--- config.mk ---
export PLATFORM = sky130hd
export DESIGN_NAME = dsp_mult_arbiter_flat
export DESIGN_NICKNAME = d
export VERILOG_FILES = /design/src/rtl/dsp_mult_arbiter_if.sv /design/src/rtl/dsp_mult_arbiter.sv /design/src/flat_wrapper.sv
export SDC_FILE = /design/constraint.sdc
export NUM_CORES = 1
export LEC_CHECK = 0
export CAP_MARGIN = 10
export CELL_PAD_IN_SITES_DETAIL_PLACEMENT = 0
export CELL_PAD_IN_SITES_GLOBAL_PLACEMENT = 1
export CORE_MARGIN = 5
export CORE_UTILIZATION = 28
export DETAILED_ROUTE_END_ITERATION = 8
export PLACE_DENSITY = 0.86
export SYNTH_ARGS = -nofsm -noshare
export SYNTH_HDL_FRONTEND = slang
export SYNTH_SLANG_ARGS = --single-unit
--- constraint.sdc ---
create_clock -name clock -period 2.6 [get_ports clock]
set_input_delay 0.52 -clock clock [delete_from_list [all_inputs] [get_ports clock]]
set_output_delay 0.52 -clock clock [all_outputs]
set_load 0.01 [all_outputs]
--- src/rtl/dsp_mult_arbiter_if.sv ---
// Requester, result and multiplier-side signals of the shared 16x16 multiplier arbiter.
// The slave modport is the arbiter; the master modport is the requesters plus the attached multiplier.
interface dsp_mult_arbiter_if #(
    parameter int NREQ = 4
);
    localparam int IDW = $clog2(NREQ);

    logic [NREQ-1:0]       req_valid;
    logic [NREQ-1:0]       req_ready;
    logic [NREQ-1:0][15:0] req_a;
    logic [NREQ-1:0][15:0] req_b;
    logic [NREQ-1:0]       res_valid;
    logic [IDW-1:0]        res_id;
    logic [31:0]           res_x;
    logic [15:0]           mult_a;
    logic [15:0]           mult_b;
    logic [31:0]           mult_x;

    modport slave (
        input  req_valid, req_a, req_b, mult_x,
        output req_ready, res_valid, res_id, res_x, mult_a, mult_b
    );

    modport master (
        output req_valid, req_a, req_b, mult_x,
        input  req_ready, res_valid, res_id, res_x, mult_a, mult_b
    );
endinterface

--- src/rtl/dsp_mult_arbiter.sv ---
// Shares one external 16x16 multiplier among NREQ requesters; owner tags ride alongside the product.
// Define MULT_ARB_FIXED_PRI_EN for fixed lowest-index priority instead of round-robin.
module dsp_mult_arbiter #(
    parameter int NREQ         = 4,
    parameter int MULT_LATENCY = 1
) (
    input logic              clock,
    input logic              reset,
    dsp_mult_arbiter_if.slave bus
);
    localparam int IDW    = $clog2(NREQ);
    localparam int STAGES = MULT_LATENCY;

    logic                      gnt_vld;
    logic [IDW-1:0]            gnt_id;
    logic                      hs;
    logic [STAGES:0]           vld_pipe;
    logic [STAGES:0][IDW-1:0]  id_pipe;

`ifdef MULT_ARB_FIXED_PRI_EN
    // Descending scan so the lowest valid index is the last one written.
    always_comb begin
        gnt_vld = 1'b0;
        gnt_id  = '0;
        for (int k = NREQ - 1; k >= 0; k--) begin
            if (bus.req_valid[k]) begin
                gnt_vld = 1'b1;
                gnt_id  = IDW'(k);
            end
        end
    end
`else
    logic [IDW-1:0] last;
    logic [IDW-1:0] rr_idx;

    // Scan offsets NREQ..1 from last; the smallest offset (closest after last) wins.
    always_comb begin
        gnt_vld = 1'b0;
        gnt_id  = '0;
        rr_idx  = '0;
        for (int k = NREQ; k >= 1; k--) begin
            rr_idx = IDW'((int'(last) + k) % NREQ);
            if (bus.req_valid[rr_idx]) begin
                gnt_vld = 1'b1;
                gnt_id  = rr_idx;
            end
        end
    end

    always_ff @(posedge clock) begin
        if (reset)   last <= IDW'(NREQ - 1);
        else if (hs) last <= gnt_id;
    end
`endif

    assign hs            = gnt_vld & ~reset;
    assign bus.req_ready = hs ? (NREQ'(1) << gnt_id) : '0;

    always_ff @(posedge clock) begin
        if (reset) begin
            vld_pipe      <= '0;
            id_pipe       <= '0;
            bus.mult_a    <= '0;
            bus.mult_b    <= '0;
            bus.res_valid <= '0;
            bus.res_id    <= '0;
            bus.res_x     <= '0;
        end else begin
            vld_pipe[0] <= hs;
            id_pipe[0]  <= gnt_id;
            for (int k = 1; k <= STAGES; k++) begin
                vld_pipe[k] <= vld_pipe[k-1];
                id_pipe[k]  <= id_pipe[k-1];
            end
            if (hs) begin
                bus.mult_a <= bus.req_a[gnt_id];
                bus.mult_b <= bus.req_b[gnt_id];
            end
            // Tag at the last stage lines up with the product on mult_x this cycle.
            bus.res_valid <= vld_pipe[STAGES] ? (NREQ'(1) << id_pipe[STAGES]) : '0;
            if (vld_pipe[STAGES]) begin
                bus.res_id <= id_pipe[STAGES];
                bus.res_x  <= bus.mult_x;
            end
        end
    end
endmodule

--- src/flat_wrapper.sv ---
// flat-port wrapper written by rule: the top's interface ports become plain ports
module dsp_mult_arbiter_flat 
#(
    parameter int NREQ         = 4,
    parameter int MULT_LATENCY = 1
)
  (clock, reset, bus_req_valid, bus_req_a, bus_req_b, bus_mult_x, bus_req_ready, bus_res_valid, bus_res_id, bus_res_x, bus_mult_a, bus_mult_b);
  dsp_mult_arbiter_if #(.NREQ(NREQ)) bus_i ();
  input logic clock;
  input logic reset;
  input wire logic [$bits(bus_i.req_valid)-1:0] bus_req_valid;
  input wire logic [$bits(bus_i.req_a)-1:0] bus_req_a;
  input wire logic [$bits(bus_i.req_b)-1:0] bus_req_b;
  input wire logic [$bits(bus_i.mult_x)-1:0] bus_mult_x;
  output wire logic [$bits(bus_i.req_ready)-1:0] bus_req_ready;
  output wire logic [$bits(bus_i.res_valid)-1:0] bus_res_valid;
  output wire logic [$bits(bus_i.res_id)-1:0] bus_res_id;
  output wire logic [$bits(bus_i.res_x)-1:0] bus_res_x;
  output wire logic [$bits(bus_i.mult_a)-1:0] bus_mult_a;
  output wire logic [$bits(bus_i.mult_b)-1:0] bus_mult_b;
  assign bus_i.req_valid = bus_req_valid;
  assign bus_i.req_a = bus_req_a;
  assign bus_i.req_b = bus_req_b;
  assign bus_i.mult_x = bus_mult_x;
  assign bus_req_ready = bus_i.req_ready;
  assign bus_res_valid = bus_i.res_valid;
  assign bus_res_id = bus_i.res_id;
  assign bus_res_x = bus_i.res_x;
  assign bus_mult_a = bus_i.mult_a;
  assign bus_mult_b = bus_i.mult_b;
  dsp_mult_arbiter #(.NREQ(NREQ), .MULT_LATENCY(MULT_LATENCY)) u_core (.clock(clock), .reset(reset), .bus(bus_i));
endmodule
==> impl_summary.md, run 1 <==
Yosys
Of the post-synthesis cell area, the dominant cell type holds 0.401. The number of distinct standard cells referenced by the synthesized netlist is 27. The post-synthesis instance area is 0.00390 mm2. Yosys attributes the largest share of cell area to sky130_fd_sc_hd__dfxtp_1 (40%), sky130_fd_sc_hd__mux2i_1 (17%), sky130_fd_sc_hd__and4_1 (7.2%).

Of the synthesized area, sequential elements account for 0.401. Synthesis produced a netlist whose cell count is 451. The number of storage elements in the synthesis netlist is 78. Synthesis produced a netlist with a net count of 617. For this run, the number of Yosys warnings is 0. The cell accounting for the most synthesized area is sky130_fd_sc_hd__dfxtp_1.

The mean instance size in the synthesized netlist is 8.64 um2.

CTS
Clock-pin slew was measured on the worst setup and hold paths at 60 ps. The number of levels in the clock H-tree is 3. The buffer levels on the longest clock path is 2. The clock tree from TritonCTS is built.

In this run, post-CTS hold repair placed 0 buffers. The CTS sink count is 78. The cell chosen for the clock root is sky130_fd_sc_hd__clkbuf_16.

The number of clock buffers inserted by TritonCTS is 9. The later pin in the worst-skew pair is clocked with a latency of 330 ps.

Hold path
The path type of the worst min-delay path is reg -> reg. The cell depth of the worst hold path is 1.

Detailed routing
The routed wire length is 13600 um. The number of routed nets with antenna violations is 0. The pre-antenna-repair detailed-routing pass consisted of 4 iterations. The detailed-route DRC error count is 0. The per-cell via count in the routed design is 4.80.

The routed wire length per instance is 15.9 um. The routed layout has 4126 vias. In this run, the number of DRC markers left after iteration 0 of detailed routing was 145.

Die
The starting density of the core is 0.283. The floorplan step defined a core boundary enclosing 0.0138 mm2. For this design the top-level I/O count stands at 240.

The row count is 43. The die is 128 um tall. The die area is 0.0164 mm2. The floorplan die width is 128 um.

Status
The run finished with clean final reports.

Placement
Summing all placed instances gives a cell area of 0.00645 mm2. The placer congestion estimate is 0.824. Input and output buffers added on the ports amount to 239.

The setup slack after placement is -362 ps. The final HPWL from detailed placement is 10500 um.

Critical path
The type of destination of the critical path is a primary output. The required time at the worst-slack endpoint is 2080 ps. Counting stages on the worst path, the most repeated cell is sky130_fd_sc_hd__dlygate4sd2_1.

The length in cells of the worst reg-to-reg path is 6. Walking the worst path, the cells encountered are dlygate4sd2_1 > nand2b_1 > o211ai_1 > buf_4 > a21boi_4 > and2_1 > dlygate4sd2_1. The element type at the critical path start is an input port. In this design, the stage delay of the slowest critical-path cell is 310 ps.

In this run the worst path has a maximum fanout of 5. The worst setup path category is in -> out. On the critical path, the stage with the largest delay is an instance of sky130_fd_sc_hd__dlygate4sd2_1.

The data arrival time of the worst path is 1880 ps.

Pwr
Summed over all cells, the static leakage comes to 2.67 nW. Dividing total power by cell area gives a power density of 524 mW/mm2. The maximum resistive drop on vdd is 0.301 mV. The power consumption is 3.53 mW.

Timing
Counting I/O delays and the setup requirement, the final critical path takes 2400 ps. For the final database, setup skew stands at 5.41 ps. The worst relative slew slack is 0.601. Summed over all failing endpoints, the final setup total negative slack is 0 ps. Dividing the final minimum period by the clock period gives 0.924.

For the pin with the worst max-slew slack, the measured transition is 599 ps. The max-slew violation count was 0. Setup repair after global routing left no endpoint under its margin.

Setup violations remaining at the end of the flow were counted as 0. The minimum setup slack in the final design is 197 ps. The hold violation count in the final report is 0. For this run, the top clock speed supported by timing is 416 MHz. Hold timing on the final database bottoms out at a slack of 438 ps.

Final layout
In the final layout, the share of cells above drive strength 1 is 0.0619. From synthesis to final layout, the design area changed by 73.0%. 0 antenna diodes ended up in the layout.

The final net count is 840. The finished cells cover 0.00674 mm2.

Global route
The via count of the first global-routing pass came to 4149. The maximum number of pins on one net before global-route repair is 65. The number of antenna violations at the first check in global routing came to 0. After global routing the overflow that remains totals 0. The first global-routing pass estimated 21300 um of wire. The total routing usage reported by global routing is 0.160.

Flow run
The number of maximum-capacitance violations is 0.
## sequential cells by signal, summed over array words and instances, names as in the netlist
signal                cells
u_core.bus.mult_b        16
u_core.id_pipe            4
u_core.bus.res_valid      4
u_core.vld_pipe           2
u_core.bus.res_x         32
u_core.last               2
u_core.bus.res_id         2
u_core.bus.mult_a        16
## critical path: cells and delay by family
| family | cells | cell delay, ps |
|---|---|---|
| buffers and inverters | 3 | 780 |
| AOI/OAI and AO/OA | 2 | 300 |
| and+or+nand+nor | 2 | 280 |
## where the power goes
group / internal [mW] / switching [mW] / total, mW
logic: 0.589 / 0.413 / 1.00
registers: 1.31 / 0.0605 / 1.37
clock network: 0.652 / 0.509 / 1.16
## cell usage after synthesis (all sizes together)
library cell   n
buf           20
nand3          2
and2           2
a21o           2
inv           34
nor2b          5
nor3           2
nor4           1
nand2         33
a21boi         1
and4          32
o22a           1
mux2i         65
and3           1
clkbuf        24
nor2          40
dfxtp         78
nand2b         7
o211ai        33
a31oi         32
o21ai         33
a21oi          3
## cells in the final DEF (no fill, tap or decap), types with 2 or more instances in the layout
cell type / Yosys / layout
sky130_fd_sc_hd__a21o_2: 0 / 2
sky130_fd_sc_hd__nor2_1: 39 / 39
sky130_fd_sc_hd__buf_4: 1 / 17
sky130_fd_sc_hd__and4_1: 32 / 32
sky130_fd_sc_hd__inv_1: 34 / 34
sky130_fd_sc_hd__nor2b_1: 5 / 4
sky130_fd_sc_hd__dfxtp_1: 78 / 77
sky130_fd_sc_hd__o21ai_0: 16 / 16
sky130_fd_sc_hd__dlygate4sd2_1: 0 / 7
sky130_fd_sc_hd__and2_1: 2 / 2
sky130_fd_sc_hd__clkinv_2: 0 / 2
sky130_fd_sc_hd__inv_6: 0 / 2
sky130_fd_sc_hd__a31oi_1: 32 / 32
sky130_fd_sc_hd__o211ai_1: 33 / 33
sky130_fd_sc_hd__mux2i_1: 65 / 65
sky130_fd_sc_hd__a21oi_1: 3 / 3
sky130_fd_sc_hd__nand2b_1: 7 / 7
sky130_fd_sc_hd__o21ai_1: 17 / 16
sky130_fd_sc_hd__clkdlybuf4s50_1: 0 / 231
sky130_fd_sc_hd__nand2_1: 33 / 33
sky130_fd_sc_hd__nor3_1: 2 / 2
sky130_fd_sc_hd__clkbuf_16: 0 / 9
## kinds of logic (layout without fill, tap and decap cells)
group	count (synthesis)	after routing	synth area share
and+or+nand+nor	125	125	0.174
AOI/OAI and AO/OA	105	105	0.170
DFF	78	78	0.401
buffers and inverters	78	306	0.0883
muxes	65	65	0.167
## repair_timing
| item | CTS | global route |
|---|---|---|
| endpoints found under the setup margin | 4 | 0 |
| gates resized for setup | 11 | 0 |
| setup buffers | 1 | 0 |
## final cells by class
type	count	area, um2
clock inverters	6	43.8
multi-input cells	295	2040
flip-flops and latches	78	1560
fillers	1352	7030
clock buffers	10	229
repair buffers	256	2510
inverters	34	128
well taps	180	225
## per-stage QoR
stage / util / instances
after global routing: 0.489 / 859
after floorplan: - / 451
final: 0.489 / 859
after detailed placement: 0.469 / 842
after CTS: 0.489 / 859
after global placement: 0.469 / 842
## worst paths after layout
check,to,slack [ps],start
worst max-delay path,bus_req_ready[1],200,bus_req_valid[3]
worst min-delay path,u_core.id_pipe[2],440,u_core.id_pipe[0]
worst max register to register,u_core.bus.mult_a[3],720,u_core.last[0]
worst min register to register,u_core.id_pipe[2],440,u_core.id_pipe[0]
## metal layers
layer	share of wire	global-route usage	vias up
met4	0.011	0.0406	0
met1	0.42	0.193	1896
met2	0.46	0.269	171
met5	0	0	-
li1	-	-	2047
met3	0.11	0.0621	12
No activity file was read; power rests on OpenSTA's default activity.
==> inputs of run 2 (changes only) <==
Settings changed: CORE_ASPECT_RATIO set to 1.1, CORE_UTILIZATION 28 to 26, PLACE_DENSITY 0.86 to 0.8.
Clock period 2.6 ns to 2.3 ns, I/O delays scaled along.
==> run 2 against run 1 <==
Net effect:
- clock skew increased by 5.0 ps
- worst setup slack worse by 150 ps
- utilization shrank 3.3 points
- sequential power up 12%
- combinational power up 14%
- register-to-register slack got worse by 230 ps
- final cell count increased by 1.9%
- sequential share of layout area fell by 0.19 points
- largest cell class unchanged
==> impl_summary.md, run 2 (synthesis results as in run 1) <==
Critical path
The source of the worst register-to-register timing path is u_core.last[0] (unchanged). The data arrival time of the worst path was 1790 ps (was 1880 ps). The maximum cell stage delay along the critical path is 300 ps (was 310 ps).

The worst setup path category is in -> out (unchanged). The required time at the worst-slack endpoint is 1840 ps (was 2080 ps). The length in cells of the worst reg-to-reg path came to 6 (unchanged). The type of destination of the critical path is a primary output (unchanged). The endpoint of the lowest-slack register-to-register path is u_core.bus.mult_a[2] (was u_core.bus.mult_a[3]). The buffers plus inverters on the worst setup path came to 2 (was 3). The top fanout value on the critical path is 4 (was 5).

The category of cells accounting for the largest share of critical-path delay is buffers and inverters (unchanged). The element type at the critical path start was an input port (unchanged). The cell with the largest stage delay on the worst path is sky130_fd_sc_hd__dlygate4sd2_1 (unchanged). The origin of the worst setup path is bus_req_valid[2] (was bus_req_valid[3]).

The setup slack of the most critical reg-to-reg path is 490 ps (was 720 ps). The most used cell along the critical path is sky130_fd_sc_hd__dlygate4sd2_1 (unchanged). Sequence of cells on the critical path: dlygate4sd2_1 > nand2b_1 > a21o_2 > and3_2 > and2_1 > dlygate4sd2_1 (was dlygate4sd2_1 > nand2b_1 > o211ai_1 > buf_4 > a21boi_4 > and2_1 > dlygate4sd2_1).

Detailed routing
The routed wire length is 13900 um (was 13600 um). The detailed-routing wirelength on met1 was 5750 um (was 5740 um). The per-cell via count in the routed design came to 4.69 (was 4.80). The number of routed nets with antenna violations was 0 (unchanged). The highest metal layer with signal wires is met4 (unchanged). The number of vias in the routed layout came to 4103 (was 4126). The count of routing violations after the opening detailed-route iteration is 118 (was 145). The iteration count of the initial detailed-routing pass is 4 (unchanged). The length of routed met3 wiring is 1320 um (was 1440 um). The detailed-route DRC error count was 0 (unchanged). The met2 layer wire length in the routed design is 6550 um (was 6310 um). The routed wire length per instance is 15.9 um (about the same).

Hold path
The path type of the worst min-delay path is reg -> reg (unchanged). The cell depth of the worst hold path is 1 (unchanged). The worst min-delay path startpoint is u_core.id_pipe[0] (unchanged). The endpoint of the worst hold-timing path is u_core.id_pipe[2] (unchanged).

CTS
The number of clock buffers inserted by TritonCTS is 9 (unchanged). The number of levels in the clock H-tree is 3 (unchanged). The cell chosen for the clock root is sky130_fd_sc_hd__clkbuf_16 (unchanged). The buffer levels on the longest clock path is 2 (unchanged).

The clock tree from TritonCTS is built (unchanged). The CTS clock-pin slew for the worst setup and hold paths was 60 ps (about the same). The CTS sink count came to 78 (unchanged). The clock insertion delay at the later pin of the skew report is 330 ps (about the same).

Global route
The via count of the first global-routing pass is 4300 (was 4149). The global-route congestion overflow total is 0 (unchanged). The maximum number of pins on one net before global-route repair was 65 (unchanged). The global-route wire length before repair is 21700 um (was 21300 um). The total routing usage reported by global routing was 0.152 (was 0.160). The number of antenna violations at the first check in global routing was 0 (unchanged).

Final layout
Most used cells in the layout excluding fill and tap cells: sky130_fd_sc_hd__clkdlybuf4s50_1 (231), sky130_fd_sc_hd__dfxtp_1 (77), sky130_fd_sc_hd__mux2i_1 (65), sky130_fd_sc_hd__nor2_1 (39), sky130_fd_sc_hd__inv_1 (34) (unchanged). The flip-flop count of the largest register, all copies and words added was 32 (unchanged). The register with the most flip-flops is u_core.bus.res_x (unchanged).

The synthesis-to-finish area growth is 74.4% (was 73.0%). Largest regs: u_core.bus.res_x: 32 flops, u_core.bus.mult_a: 16 flops, u_core.bus.mult_b: 16 flops (unchanged). The fraction of layout cells with a size suffix above 1 is 0.0692 (was 0.0619). The most frequent standard cell in the layout excluding fill and tap cells is sky130_fd_sc_hd__clkdlybuf4s50_1 (unchanged). The core occupancy in the finished layout is 0.457 (was 0.489). The number of diodes added for antenna fixing is 0 (unchanged). The final net count was 840 (unchanged).

Pwr
The net switching power of the design is 1.18 mW (was 0.982 mW). The clock share of power is 0.342 (was 0.329). The net switching share of the total power is 0.289 (was 0.278). The static power due to leakage was 2.67 nW (about the same). The maximum resistive drop on vdd is 0.301 mV (about the same).

The design internal power is 2.90 mW (was 2.55 mW). The power consumption is 4.07 mW (was 3.53 mW). The power per unit of standard cell area is 599 mW/mm2 (was 524 mW/mm2). The share of power burned in combinational logic is 0.279 (was 0.284). The part of the total power dissipated in sequential elements is 0.378 (was 0.387).

Die
The starting density of the core is 0.262 (was 0.283). The row count is 47 (was 43). The I/O pin count is 240 (unchanged). The floorplan die width came to 127 um (was 128 um). The die area is 0.0175 mm2 (was 0.0164 mm2). The vertical extent of the die came to 138 um (was 128 um).

The core box area is 0.0149 mm2 (was 0.0138 mm2).

Timing
The hold violation count in the final report was 0 (unchanged). The post-route clock skew was 10.4 ps (was 5.41 ps). The worst relative slew slack is 0.597 (was 0.601). The max-slew violation count is 0 (unchanged). The accumulated negative setup slack came to 0 ps (unchanged).

In the finished design, the share of the clock period the worst path needs comes to 0.980. The pin slew with the least headroom to its limit was 605 ps (was 599 ps). The total setup violations reported at the end of the flow is 0 (unchanged). The maximum clock frequency is 444 MHz. The post-route minimum period is 2250 ps. RSZ-0062 raised after global routing: false (unchanged).

Placement
The number of buffers inserted by port buffering is 239 (unchanged). The placer congestion estimate was 0.775 (was 0.824). The final HPWL from detailed placement came to 10400 um (was 10500 um).

Status
Status: complete, no violations (unchanged).

Flow run
The number of maximum-capacitance violations is 0 (unchanged).
-- run 2: stage by stage --
stage,std cells,instance area [um2],setup WS (ps),hold WS (ps)
detailed placement,858,6500,-572,427
finish,875,6800,46.0,437
CTS,875,6810,24.9,442
floorplan,451,3900,446,414
global placement,858,6500,-503,418
global route,875,6800,4.80,454
-- run 2: worst register-to-register path, stage by stage (launching register included) --
cell	delay (ps)
sky130_fd_sc_hd__dfxtp_1	360
sky130_fd_sc_hd__nand2b_1	150
sky130_fd_sc_hd__a21o_2	150
sky130_fd_sc_hd__buf_4	470
sky130_fd_sc_hd__a31oi_1	210
sky130_fd_sc_hd__o21ai_0	240
sky130_fd_sc_hd__o211ai_1	120
-- run 2: repair_timing --
item,4_1_cts,5_1_grt
hold buffers,0,0
endpoints found under the setup margin,4,3
gates resized for setup,14,5
buffers inserted,1,0
cloned,0,0
pin swaps,2,1
-- run 2: power by group through the flow --
stage / clock [mW] / sequential, mW / combinational (mW)
5_1_grt: 1.51 / 1.56 / 1.23
4_1_cts: 1.45 / 1.54 / 1.15
3_3_place_gp: 0 / 1.57 / 1.13
6_report: 1.39 / 1.54 / 1.14
2_1_floorplan: 0 / 1.62 / 0.462
3_5_place_dp: 0 / 1.57 / 1.15
-- run 2: area by class of cell --
type,count,area (um2)
inverters,34,128
well taps,196,245
repair buffers,256,2530
clock buffers,9,225
flip-flops and latches,78,1560
clock inverters,7,63.8
multi-input cells,295,2050
fillers,1450,8080
-- run 2: metal layers --
layer / global-route usage / up-vias
met1: 0.180 / 1853
li1: - / 2055
met3: 0.0559 / 19
met5: 0 / -
met4: 0.0610 / 0
met2: 0.249 / 176
-- run 2: worst max-delay path by stage --
stage                             to  cells past startpoint  slack [ps]
floorplan           bus_req_ready[2]                      6         450
global placement    bus_req_ready[1]                      6        -500
detailed placement  bus_req_ready[1]                      6        -570
CTS                 bus_req_ready[1]                      6          20
global route        bus_req_ready[0]                      6           5
finish              bus_req_ready[0]                      6          50
==> inputs of run 3 (changes only) <==
Settings changed: SLEW_MARGIN set to 30.
==> results of run 3 <==
The final DEF is identical to that of run 2; final timing and power are the same.
